File: config.mk
export PLATFORM = sky130hd
export DESIGN_NAME = axi4_lite_slave_mem
export DESIGN_NICKNAME = d
export VERILOG_FILES = /design/src/rtl/axi4_lite_slave_mem.sv
export SDC_FILE = /design/constraint.sdc
export NUM_CORES = 1
export LEC_CHECK = 0
export ABC_CLOCK_PERIOD_IN_PS = 1700
export BUFFER_PORTS_ARGS = -buffer_cell sky130_fd_sc_hd__buf_2
export CAP_MARGIN = 20
export CORE_UTILIZATION = 25
export CTS_BUF_LIST = sky130_fd_sc_hd__clkbuf_4 sky130_fd_sc_hd__clkbuf_8
export CTS_CLUSTER_SIZE = 12
export DETAILED_ROUTE_END_ITERATION = 7
export GPL_TIMING_DRIVEN = 0
export HOLD_SLACK_MARGIN = 0.15
export PLACE_DENSITY = 0.48
export RECOVER_POWER = 25
export SLEW_MARGIN = 10
export SYNTH_ARGS = -nofsm -noshare
export SYNTH_HDL_FRONTEND = slang
export SYNTH_SLANG_ARGS = --single-unit
export TNS_END_PERCENT = 5
File: constraint.sdc
create_clock -name alm_aclk -period 1.7 [get_ports alm_aclk]
set_input_delay 0 -clock alm_aclk [delete_from_list [all_inputs] [get_ports alm_aclk]]
set_output_delay 0 -clock alm_aclk [all_outputs]
set_load 0.005 [all_outputs]
File: src/rtl/axi4_lite_slave_mem.sv
// axi4_lite_slave_mem: AXI4-Lite slave backed by a byte-strobed word memory
// Ports: alm_aclk / alm_aresetn (async active-low) clock and reset;
//        AW/W/B write channels, each address/data channel with a one-entry hold;
//        AR/R read channel; indices at or above DEPTH answer SLVERR (2'b10).
// Build option: define AXI4_LITE_SLAVE_MEM_STALL_EN to gate the readies with
//        a free-running LFSR for random backpressure.
module axi4_lite_slave_mem #(
  parameter int DW     = 32,
  parameter int AW     = 7,
  parameter int DEPTH  = 32,
  parameter int RD_LAT = 0,
  parameter int WR_LAT = 0
) (
  input  logic            alm_aclk,
  input  logic            alm_aresetn,
  input  logic            alm_awvalid,
  output logic            alm_awready,
  input  logic [AW-1:0]   alm_awaddr,
  input  logic            alm_wvalid,
  output logic            alm_wready,
  input  logic [DW-1:0]   alm_wdata,
  input  logic [DW/8-1:0] alm_wstrb,
  output logic [1:0]      alm_bresp,
  output logic            alm_bvalid,
  input  logic            alm_bready,
  input  logic            alm_arvalid,
  output logic            alm_arready,
  input  logic [AW-1:0]   alm_araddr,
  output logic            alm_rvalid,
  input  logic            alm_rready,
  output logic [DW-1:0]   alm_rdata,
  output logic [1:0]      alm_rresp
);
  localparam int NB = $clog2(DW / 8);
  localparam int XW = AW - NB;
  localparam int IW = DEPTH > 1 ? $clog2(DEPTH) : 1;
  localparam int SW = DW / 8;
  typedef enum logic [1:0] {W_IDLE, W_WAIT, W_RESP} w_state_e;
  typedef enum logic [1:0] {R_IDLE, R_WAIT, R_RESP} r_state_e;
  logic [DW-1:0] mem [DEPTH];
  w_state_e w_state_q, w_state_d;
  r_state_e r_state_q, r_state_d;
  logic [3:0] w_cnt_q, w_cnt_d, r_cnt_q, r_cnt_d;
  logic aw_full_q, aw_full_d, w_full_q, w_full_d;
  logic aw_rdy_q, w_rdy_q, ar_rdy_q, rvalid_q, rvalid_d;
  logic [XW-1:0] aw_idx_q, aw_idx_d, ar_idx_q, ar_idx_d;
  logic [DW-1:0] w_data_q, w_data_d, rdata_q, rdata_d;
  logic [SW-1:0] w_strb_q, w_strb_d;
  logic [1:0] bresp_q, bresp_d, rresp_q, rresp_d;
  logic aw_hs, w_hs, ar_hs, commit, sample, aw_ok, ar_ok;
  logic [2:0] stall;
`ifdef AXI4_LITE_SLAVE_MEM_STALL_EN
  logic [15:0] lfsr_q;
  // Galois form of x^16+x^14+x^13+x^11+1
  always_ff @(posedge alm_aclk or negedge alm_aresetn)
    if (!alm_aresetn) lfsr_q <= 16'hACE1;
    else lfsr_q <= {1'b0, lfsr_q[15:1]} ^ (lfsr_q[0] ? 16'hB400 : 16'h0000);
  assign stall = lfsr_q[2:0];
`else
  assign stall = 3'b000;
`endif
  assign alm_awready = aw_rdy_q & ~stall[0];
  assign alm_wready  = w_rdy_q & ~stall[1];
  assign alm_arready = ar_rdy_q & ~stall[2];
  assign alm_bvalid  = w_state_q == W_RESP;
  assign alm_bresp   = bresp_q;
  assign alm_rvalid  = rvalid_q;
  assign alm_rdata   = rdata_q;
  assign alm_rresp   = rresp_q;
  always_comb begin
    aw_hs = alm_awvalid & alm_awready;
    w_hs = alm_wvalid & alm_wready;
    ar_hs = alm_arvalid & alm_arready;
    aw_ok = 32'(aw_idx_q) < 32'(DEPTH);
    ar_ok = 32'(ar_idx_q) < 32'(DEPTH);
    // holds only drain while the write FSM is idle; a full hold refuses new beats
    commit = (w_state_q == W_IDLE) & aw_full_q & w_full_q;
    aw_full_d = aw_hs | (aw_full_q & ~commit);
    w_full_d = w_hs | (w_full_q & ~commit);
    // shift the whole address so the ignored byte-offset bits are simply dropped
    aw_idx_d = aw_hs ? XW'(alm_awaddr >> NB) : aw_idx_q;
    w_data_d = w_hs ? alm_wdata : w_data_q;
    w_strb_d = w_hs ? alm_wstrb : w_strb_q;
    bresp_d = commit ? (aw_ok ? 2'b00 : 2'b10) : bresp_q;
    w_cnt_d = w_state_q == W_WAIT ? w_cnt_q + 4'd1 : 4'd0;
    w_state_d = commit ? (WR_LAT == 0 ? W_RESP : W_WAIT)
              : (w_state_q == W_WAIT && w_cnt_q == 4'(WR_LAT - 1)) ? W_RESP
              : (w_state_q == W_RESP && alm_bready) ? W_IDLE : w_state_q;
    ar_idx_d = ar_hs ? XW'(alm_araddr >> NB) : ar_idx_q;
    r_cnt_d = r_state_q == R_WAIT ? r_cnt_q + 4'd1 : 4'd0;
    // memory is sampled on the first edge spent in R_RESP, so rvalid trails AR by RD_LAT+1
    sample = (r_state_q == R_RESP) & ~rvalid_q;
    rvalid_d = sample | (rvalid_q & ~alm_rready);
    rdata_d = sample ? (ar_ok ? mem[ar_idx_q[IW-1:0]] : '0) : rdata_q;
    rresp_d = sample ? (ar_ok ? 2'b00 : 2'b10) : rresp_q;
    r_state_d = ar_hs ? (RD_LAT == 0 ? R_RESP : R_WAIT)
              : (r_state_q == R_WAIT && r_cnt_q == 4'(RD_LAT - 1)) ? R_RESP
              : (r_state_q == R_RESP && rvalid_q && alm_rready) ? R_IDLE : r_state_q;
  end
  always_ff @(posedge alm_aclk or negedge alm_aresetn)
    if (!alm_aresetn) begin
      w_state_q <= W_IDLE;
      r_state_q <= R_IDLE;
      w_cnt_q   <= '0;
      r_cnt_q   <= '0;
      aw_full_q <= 1'b0;
      w_full_q  <= 1'b0;
      aw_rdy_q  <= 1'b0;
      w_rdy_q   <= 1'b0;
      ar_rdy_q  <= 1'b0;
      aw_idx_q  <= '0;
      ar_idx_q  <= '0;
      w_data_q  <= '0;
      w_strb_q  <= '0;
      bresp_q   <= 2'b00;
      rvalid_q  <= 1'b0;
      rdata_q   <= '0;
      rresp_q   <= 2'b00;
    end else begin
      w_state_q <= w_state_d;
      r_state_q <= r_state_d;
      w_cnt_q   <= w_cnt_d;
      r_cnt_q   <= r_cnt_d;
      aw_full_q <= aw_full_d;
      w_full_q  <= w_full_d;
      aw_rdy_q  <= ~aw_full_d;
      w_rdy_q   <= ~w_full_d;
      ar_rdy_q  <= r_state_d == R_IDLE;
      aw_idx_q  <= aw_idx_d;
      ar_idx_q  <= ar_idx_d;
      w_data_q  <= w_data_d;
      w_strb_q  <= w_strb_d;
      bresp_q   <= bresp_d;
      rvalid_q  <= rvalid_d;
      rdata_q   <= rdata_d;
      rresp_q   <= rresp_d;
    end
  // storage is deliberately left out of reset
  always_ff @(posedge alm_aclk)
    if (commit && aw_ok)
      for (int i = 0; i < SW; i++)
        if (w_strb_q[i]) mem[aw_idx_q[IW-1:0]][8*i +: 8] <= w_data_q[8*i +: 8];
endmodule
Yosys cells after proc, flatten, opt, wreduce, memory -nomap -nowiden
Memory sizes are Yosys's and may differ from the RTL's. A register that Yosys moved wholly into a read port is not among the register bits.
Cells that the tools add are included.
Storage, ports and cells
  register bits after elaboration: 64
  bits in writable memories: 1024
  input port bits: 57
  output and inout bits: 41
  word-level logic and storage cells: 69
  memories kept: 1
Memories
  mem: words 32, width 32, read ports 1, clocked after Yosys merged registers in 1, wr ports 1, RTL line 40  | logic [DW-1:0] mem [DEPTH];
Operators by class
  add/subtract/negate cells: 2
  equality and inequality tests: 6
  multiplexer cells: 20
  bitwise logic cells: 17
  reductions and logical operators: 9
Operators by type and width (count)
  1-bit 2-to-1 mux: 12
  2-bit 2-to-1 mux: 6
  1-bit bitwise AND: 9
  4-bit by 1-bit adder with 4-bit output (second input constant): 2
  4-bit equality test (second input constant): 2
  4-bit 2-to-1 mux: 2
  1-bit logical AND: 5
  1-bit NOT: 5
  2-bit by 1-bit equality test with 1-bit output (second input constant): 2
  2-bit equality test (second input constant): 2
  2-bit zero test: 2
  1-bit bitwise OR: 3
  3-bit nonzero test: 1
  1-bit zero test: 1

Depth between registers and ports, before layout
Gate-level depths: netlist of the first run.
  word-level depth: 7
  mapped depth: 8
  depth with buffers taken out: 5

Least setup slack after synthesis of the first run
OpenSTA, ideal clock, no wires.
  path kind: register to register
  start: register ar_idx_q[2]
  end: register rdata_q[13] (netlist: alm_rdata[13]), read port of mem
  library setup time: 0.104 ns
  arrival: 1.689 ns
  data required time: 1.596 ns
  path slack: -0.092 ns
  stages on the path, launching flop included: 8
  path buffers: 2
  period minus slack after synthesis: 1.792 ns
  cell sequence: dfrtp_1 > and2_1 > buf_2 > buf_1 > a22o_1 > a221oi_1 > o22ai_1 > o41ai_2
RTL lines
  from (decl): RTL line 46  | logic [XW-1:0] aw_idx_q, aw_idx_d, ar_idx_q, ar_idx_d;
  from (signal assigned): RTL line 130  | ar_idx_q <= ar_idx_d;
  to (decl): RTL line 47  | logic [DW-1:0] w_data_q, w_data_d, rdata_q, rdata_d;

==> impl_metrics.ini, run 1 <==
[grt]
antenna_found_initial = 1
track_usage = 0.163
grt_pass1_vias = 25400
grt_overflow = 0
grt_max_degree = 57
grt_pass1_wl_um = 199000

[logic_synthesis]
ys_async_sr_fraction = 0.0816
synthCells = 2469
ys_types = 38
synth_edf_count = 1024
avgSynthCellArea_um2 = 17.7
syn-cell-area_um2 = 43700
ys_seq_area_frac = 0.755
ys_seq_elements = 1115
ys_warn_count = 0
synthFlopType = edfxtp_1

[placed_design]
io_buffer_count = 89
dp_hpwl_um = 96100
gp_congestion = 0.834

[sta]
fin_ws_ns = -0.445
finClkSkew_ns = 0.0446
drv_slew = 0
clock.fmax_mhz = 466
timing.final.crit_share = 1.26
tns_ns = -235.64
tightest_slew_ns = 1.32
slew_headroom = 0.118
rsz0062_at_grt = yes
period_needed_ns = 2.14
finalSetupViolCount = 1108
finalHoldViolations = 0

[clocking]
htreeDepth = 4
cts-root-buf = clkbuf_8
cts_buffers = 190
path_clk_slew_ns = 0.06
cts_tree = done
clk_latency_ns = 0.87
clockBufferDepth = 3
cts.sinks = 1115

[die]
die_w_um = 420
die_y_um = 420
start_util = 0.252
num_rows = 153
dieArea_um2 = 177000
core_um2 = 174000
io_pins = 98

[critical_path]
startpoint_type = flop
critPathMaxFanout = 10
worstRegToRegCells = 4
r2r-end = alm_rdata[0]
worst-setup-path-type = flop to flop
r2r_start = ar_idx_q[3]
crit_arrival_ns = 2.87
end_kind = flop
r2r_slack_ns = -0.44
critPathLaunch = ar_idx_q[3]
worstPathRequired_ns = 2.42
crit_end = alm_rdata[0]

[power_and_ir_drop]
cellLeakagePower_nw = 20.0
total_power_w = 0.0969
ir_drop_uv = 1330
power.density_nw_per_um2 = 1700

[final_layout]
syn_to_final_growth_pct = 30.7
drive_gt1_frac = 0.347
fillers = 16800
nNetsFinal = 3042

[drt]
via_count = 25200
vias_per_cell = 4.60
wl_per_cell_um = 26.7
drt_first_pass_iters = 5
drt_iter0_markers = 2160
antenna_left = 0
finalWirelength_um = 146000
drc = 0

[min_path]
hold_start = alm_wvalid
min_path_type = input port to flop

[outcome]
run_status = finished, violations left
violations = setup timing

[flow_run]
drv_cap = 0
-- layer usage --
layer / up-vias / global-route usage / share of wire
met3: 226 / 0.0317 / 0.061
met4: 0 / 0.0619 / 0.036
met5: - / 0 / 0
met2: 907 / 0.266 / 0.48
li1: 11000 / - / -
met1: 13100 / 0.213 / 0.43
-- synth_stat cells (all sizes together) (46+ instances only) --
cell    count  share of area
edfxtp   1024           0.70
a22o       64          0.013
buf        79          0.012
a22oi     128          0.022
clkbuf     79         0.0075
a221oi     64          0.014
dfrtp      91          0.052
nand2      79         0.0068
a21oi      65         0.0074
nor2      139          0.012
mux2i     513           0.12
mux2       46          0.012
-- cell type report --
cell class / instances / area [um^2] / share of cell area
clock inverters: 47 / 302 / 0.00528
multi-input cells: 1193 / 11800 / 0.207
plain buffers: 155 / 2020 / 0.0353
repair buffers: 323 / 3420 / 0.0598
diodes: 2 / 5.00 / 0.0000876
flip-flops and latches: 1115 / 33000 / 0.578
clock buffers: 309 / 3620 / 0.0633
well taps: 2325 / 2910 / 0.0509
inverters: 6 / 22.5 / 0.000394
-- cells in the final DEF, fill, tap and decap left out, drive strengths merged, types with 13 or more instances in the layout --
master       netlist  final
clkbuf            79    385
buf               79    295
dfrtp             91     91
a21oi             65     65
mux2i            513    513
a22o              64     64
mux2              46     46
inv                6     13
o41ai             32     32
a22oi            128    128
o22ai             32     32
a221oi            64     64
dlygate4sd3        0    107
clkinv             0     35
nor2             139    139
nand2             79     79
edfxtp          1024   1024
-- logic make-up after synthesis --
logic type,Yosys count,share of synthesized area
flops,1115,0.755
fa+ha+maj,1,0.000286
other cells,1,0.0000857
mux,559,0.129
xor+xnor,2,0.000400
simple gates,236,0.0213
compound gates,391,0.0735
buf+inv,164,0.0203
-- metrics by stage --
stage | worst slack (ns) | instances | area [um^2] | util | hold slack [ns]
floorplan | -0.0920 | 2472 | 43900 | - | -0.296
global placement | -1.80 | 4886 | 47300 | 0.272 | 0.180
detailed placement | -1.78 | 4914 | 47600 | 0.274 | -0.0234
CTS | -0.466 | 5437 | 56000 | 0.322 | 0.152
global route | -0.477 | 5474 | 57200 | 0.329 | 0.335
finish | -0.445 | 5475 | 57200 | 0.329 | 0.363
-- sequential cells by signal (all words and copies together), names as in the netlist --
| register | flops |
|---|---|
| alm_rvalid | 1 |
| mem | 1024 |
| alm_awready | 1 |
| w_data_q | 32 |
| r_state_q | 2 |
| w_state_q | 1 |
| aw_idx_q | 5 |
| alm_rdata | 32 |
| alm_arready | 1 |
| w_full_q | 1 |
| ar_idx_q | 5 |
| aw_full_q | 1 |
| w_strb_q | 4 |
| r_cnt_q | 4 |
| alm_wready | 1 |
-- where the power goes --
| group | leakage, nW | internal (W) | total (W) | switching, W |
|---|---|---|---|---|
| registers | 10.3 | 0.0353 | 0.0385 | 0.00324 |
| logic | 7.62 | 0.0129 | 0.0337 | 0.0208 |
| clock network | 2.11 | 0.0138 | 0.0247 | 0.0109 |
-- worst max-delay path, stage by stage, from the launching register on --
cell and delay (ns):
dfrtp_1 0.52, nand2b_1 0.35, buf_2 0.60, a21oi_1 0.17
o41ai_2 0.37
-- repair_timing --
action / CTS / global route
setup buffers: 62 / 18
pin swaps: 66 / 45
cloned: 0 / 3
hold buffers: 108 / 0
resized for setup: 656 / 160
hold endpoints to repair: 146 / 0
setup endpoints to repair: 1088 / 1081
-- worst min-delay path by stage --
stage / slack (ns) / cells past startpoint / endpoint
after global placement: 0.18 / 2 / w_state_q[1]
after global routing: 0.33 / 4 / w_strb_q[3]
final: 0.36 / 4 / w_strb_q[2]
after CTS: 0.15 / 4 / w_data_q[17]
after floorplan: -0.30 / 0 / alm_arready
after detailed placement: -0.02 / 1 / w_data_q[20]
Note: power is estimated with default switching activity, not from simulation.
==> run 2, diff against run 1 <==
- ABC_CLOCK_PERIOD_IN_PS: 1700 -> 1750
- clock period: 1.7 -> 1.75 ns (I/O delays scaled with it)
==> impl_metrics.ini, run 2 (synthesis gave the netlist of run 1 again) <==
[clocking]
htreeDepth = 4
cts_buffers = 188
cts-root-buf = clkbuf_8
cts_tree = done
cts.sinks = 1115
path_clk_slew_ns = 0.06
clk_latency_ns = 0.93
clockBufferDepth = 3

[die]
io_pins = 98
num_rows = 153
start_util = 0.252
die_w_um = 420
die_y_um = 420
dieArea_um2 = 177000
core_um2 = 174000

[critical_path]
worst-setup-path-type = flop to flop
r2r-end = mem[3][22]
crit_arrival_ns = 2.71
r2r_slack_ns = -0.39
crit_end = mem[3][22]
r2r_start = aw_idx_q[4]
critPathLaunch = aw_idx_q[4]
end_kind = flop
worstRegToRegCells = 5
worstPathRequired_ns = 2.31
critPathMaxFanout = 8
startpoint_type = flop

[sta]
clock.fmax_mhz = 466
timing.final.crit_share = 1.23
finalSetupViolCount = 1057
tns_ns = -180.01
rsz0062_at_grt = yes
drv_slew = 0
finClkSkew_ns = 0.0590
period_needed_ns = 2.14
fin_ws_ns = -0.394
tightest_slew_ns = 1.18
finalHoldViolations = 0
slew_headroom = 0.216
worst_hold_slack_ns = 0.278

[min_path]
whs_path_depth = 4
hold_start = alm_wvalid
min_path_type = input port to flop

[placed_design]
dp_hpwl_um = 97300
gp_congestion = 0.819
io_buffer_count = 89
post-place-cells = 4921

[outcome]
violations = DRC, setup timing
run_status = finished, violations left

[grt]
track_usage = 0.163
grt_pass1_vias = 25200
antenna_found_initial = 2
grt_overflow = 0
grt_max_degree = 56
grt_pass1_wl_um = 199000

[drt]
drt_first_pass_iters = 7
finalWirelength_um = 147000
antenna_left = 0
vias_per_cell = 4.63
via_count = 25300
drt_iter0_markers = 2143
drc = 2
wl_per_cell_um = 26.8

[flow_run]
drv_cap = 0

[final_layout]
fin_cells = 5468
largest_reg_flops = 1024
nNetsFinal = 3039
final_util = 0.328
drive_gt1_frac = 0.338
layout_commonest_cell = edfxtp_1
layout_common_cells = edfxtp_1, mux2i_1, clkbuf_8
syn_to_final_growth_pct = 30.2

[power_and_ir_drop]
ir_drop_uv = 963
power.density_nw_per_um2 = 1650
total_power_w = 0.0938
cellLeakagePower_nw = 19.9
## run 2: changes by cell type in the layout (fill, tap and decap cells not counted), sizes merged
cell	delta
clkinv	+13
clkbuf	-27
diode	-1
inv	+5
dlygate4sd3	-4
buf	+7
## run 2: per-layer routing
layer | vias up | wire (um) | part of all wire | track usage
met5 | - | 0 | 0 | 0
met4 | 0 | 4570 | 0.031 | 0.0639
met3 | 238 | 8980 | 0.061 | 0.0311
met2 | 938 | 71000 | 0.48 | 0.268
met1 | 13200 | 62000 | 0.42 | 0.211
li1 | 11000 | - | - | -
## run 2: final cells by class
class	instances	area [um^2]
diodes	1	2.50
plain buffers	156	1930
clock buffers	286	3460
clock inverters	65	445
fillers	16900	117000
inverters	6	22.5
multi-input cells	1193	11800
flip-flops and latches	1115	33000
well taps	2325	2910
repair buffers	321	3380
## run 2: repair_timing
action | 4_1_cts | 5_1_grt
endpoints found under the hold margin | 146 | 0
gates cloned | 0 | 4
pin swaps | 51 | 59
setup buffers | 41 | 30
hold buffers | 104 | 0
resized for setup | 619 | 198
setup endpoints to repair | 1089 | 1066
## run 2: how the worst min path moves through the flow
stage                         endpoint  slack (ns)
after global placement    w_state_q[1]        0.18
after CTS                 w_state_q[1]        0.22
after global routing       w_strb_q[2]        0.29
after floorplan            alm_arready       -0.30
final                      w_strb_q[2]        0.28
after detailed placement  alm_rdata[1]        0.02
## run 2: metrics by stage
stage	worst slack, ns	area (um^2)
2_1_floorplan	-0.0420	43800
3_3_place_gp	-1.73	47200
3_5_place_dp	-1.73	47600
4_1_cts	-0.425	55400
5_1_grt	-0.443	56900
6_report	-0.394	56900
## run 2: worst max-delay path: stages, from the launching register on
cell,delay (ns)
dfrtp_2,0.40
buf_4,0.18
buf_4,0.15
nor3_4,0.29
nand2_2,0.32
nor2_4,0.41
## run 2: report_power, final
group | switching [W] | internal (W) | total (W) | leakage (nW)
combinational | 0.0202 | 0.0124 | 0.0326 | 7.50
clock | 0.0110 | 0.0130 | 0.0240 | 2.07
sequential | 0.00289 | 0.0343 | 0.0372 | 10.3
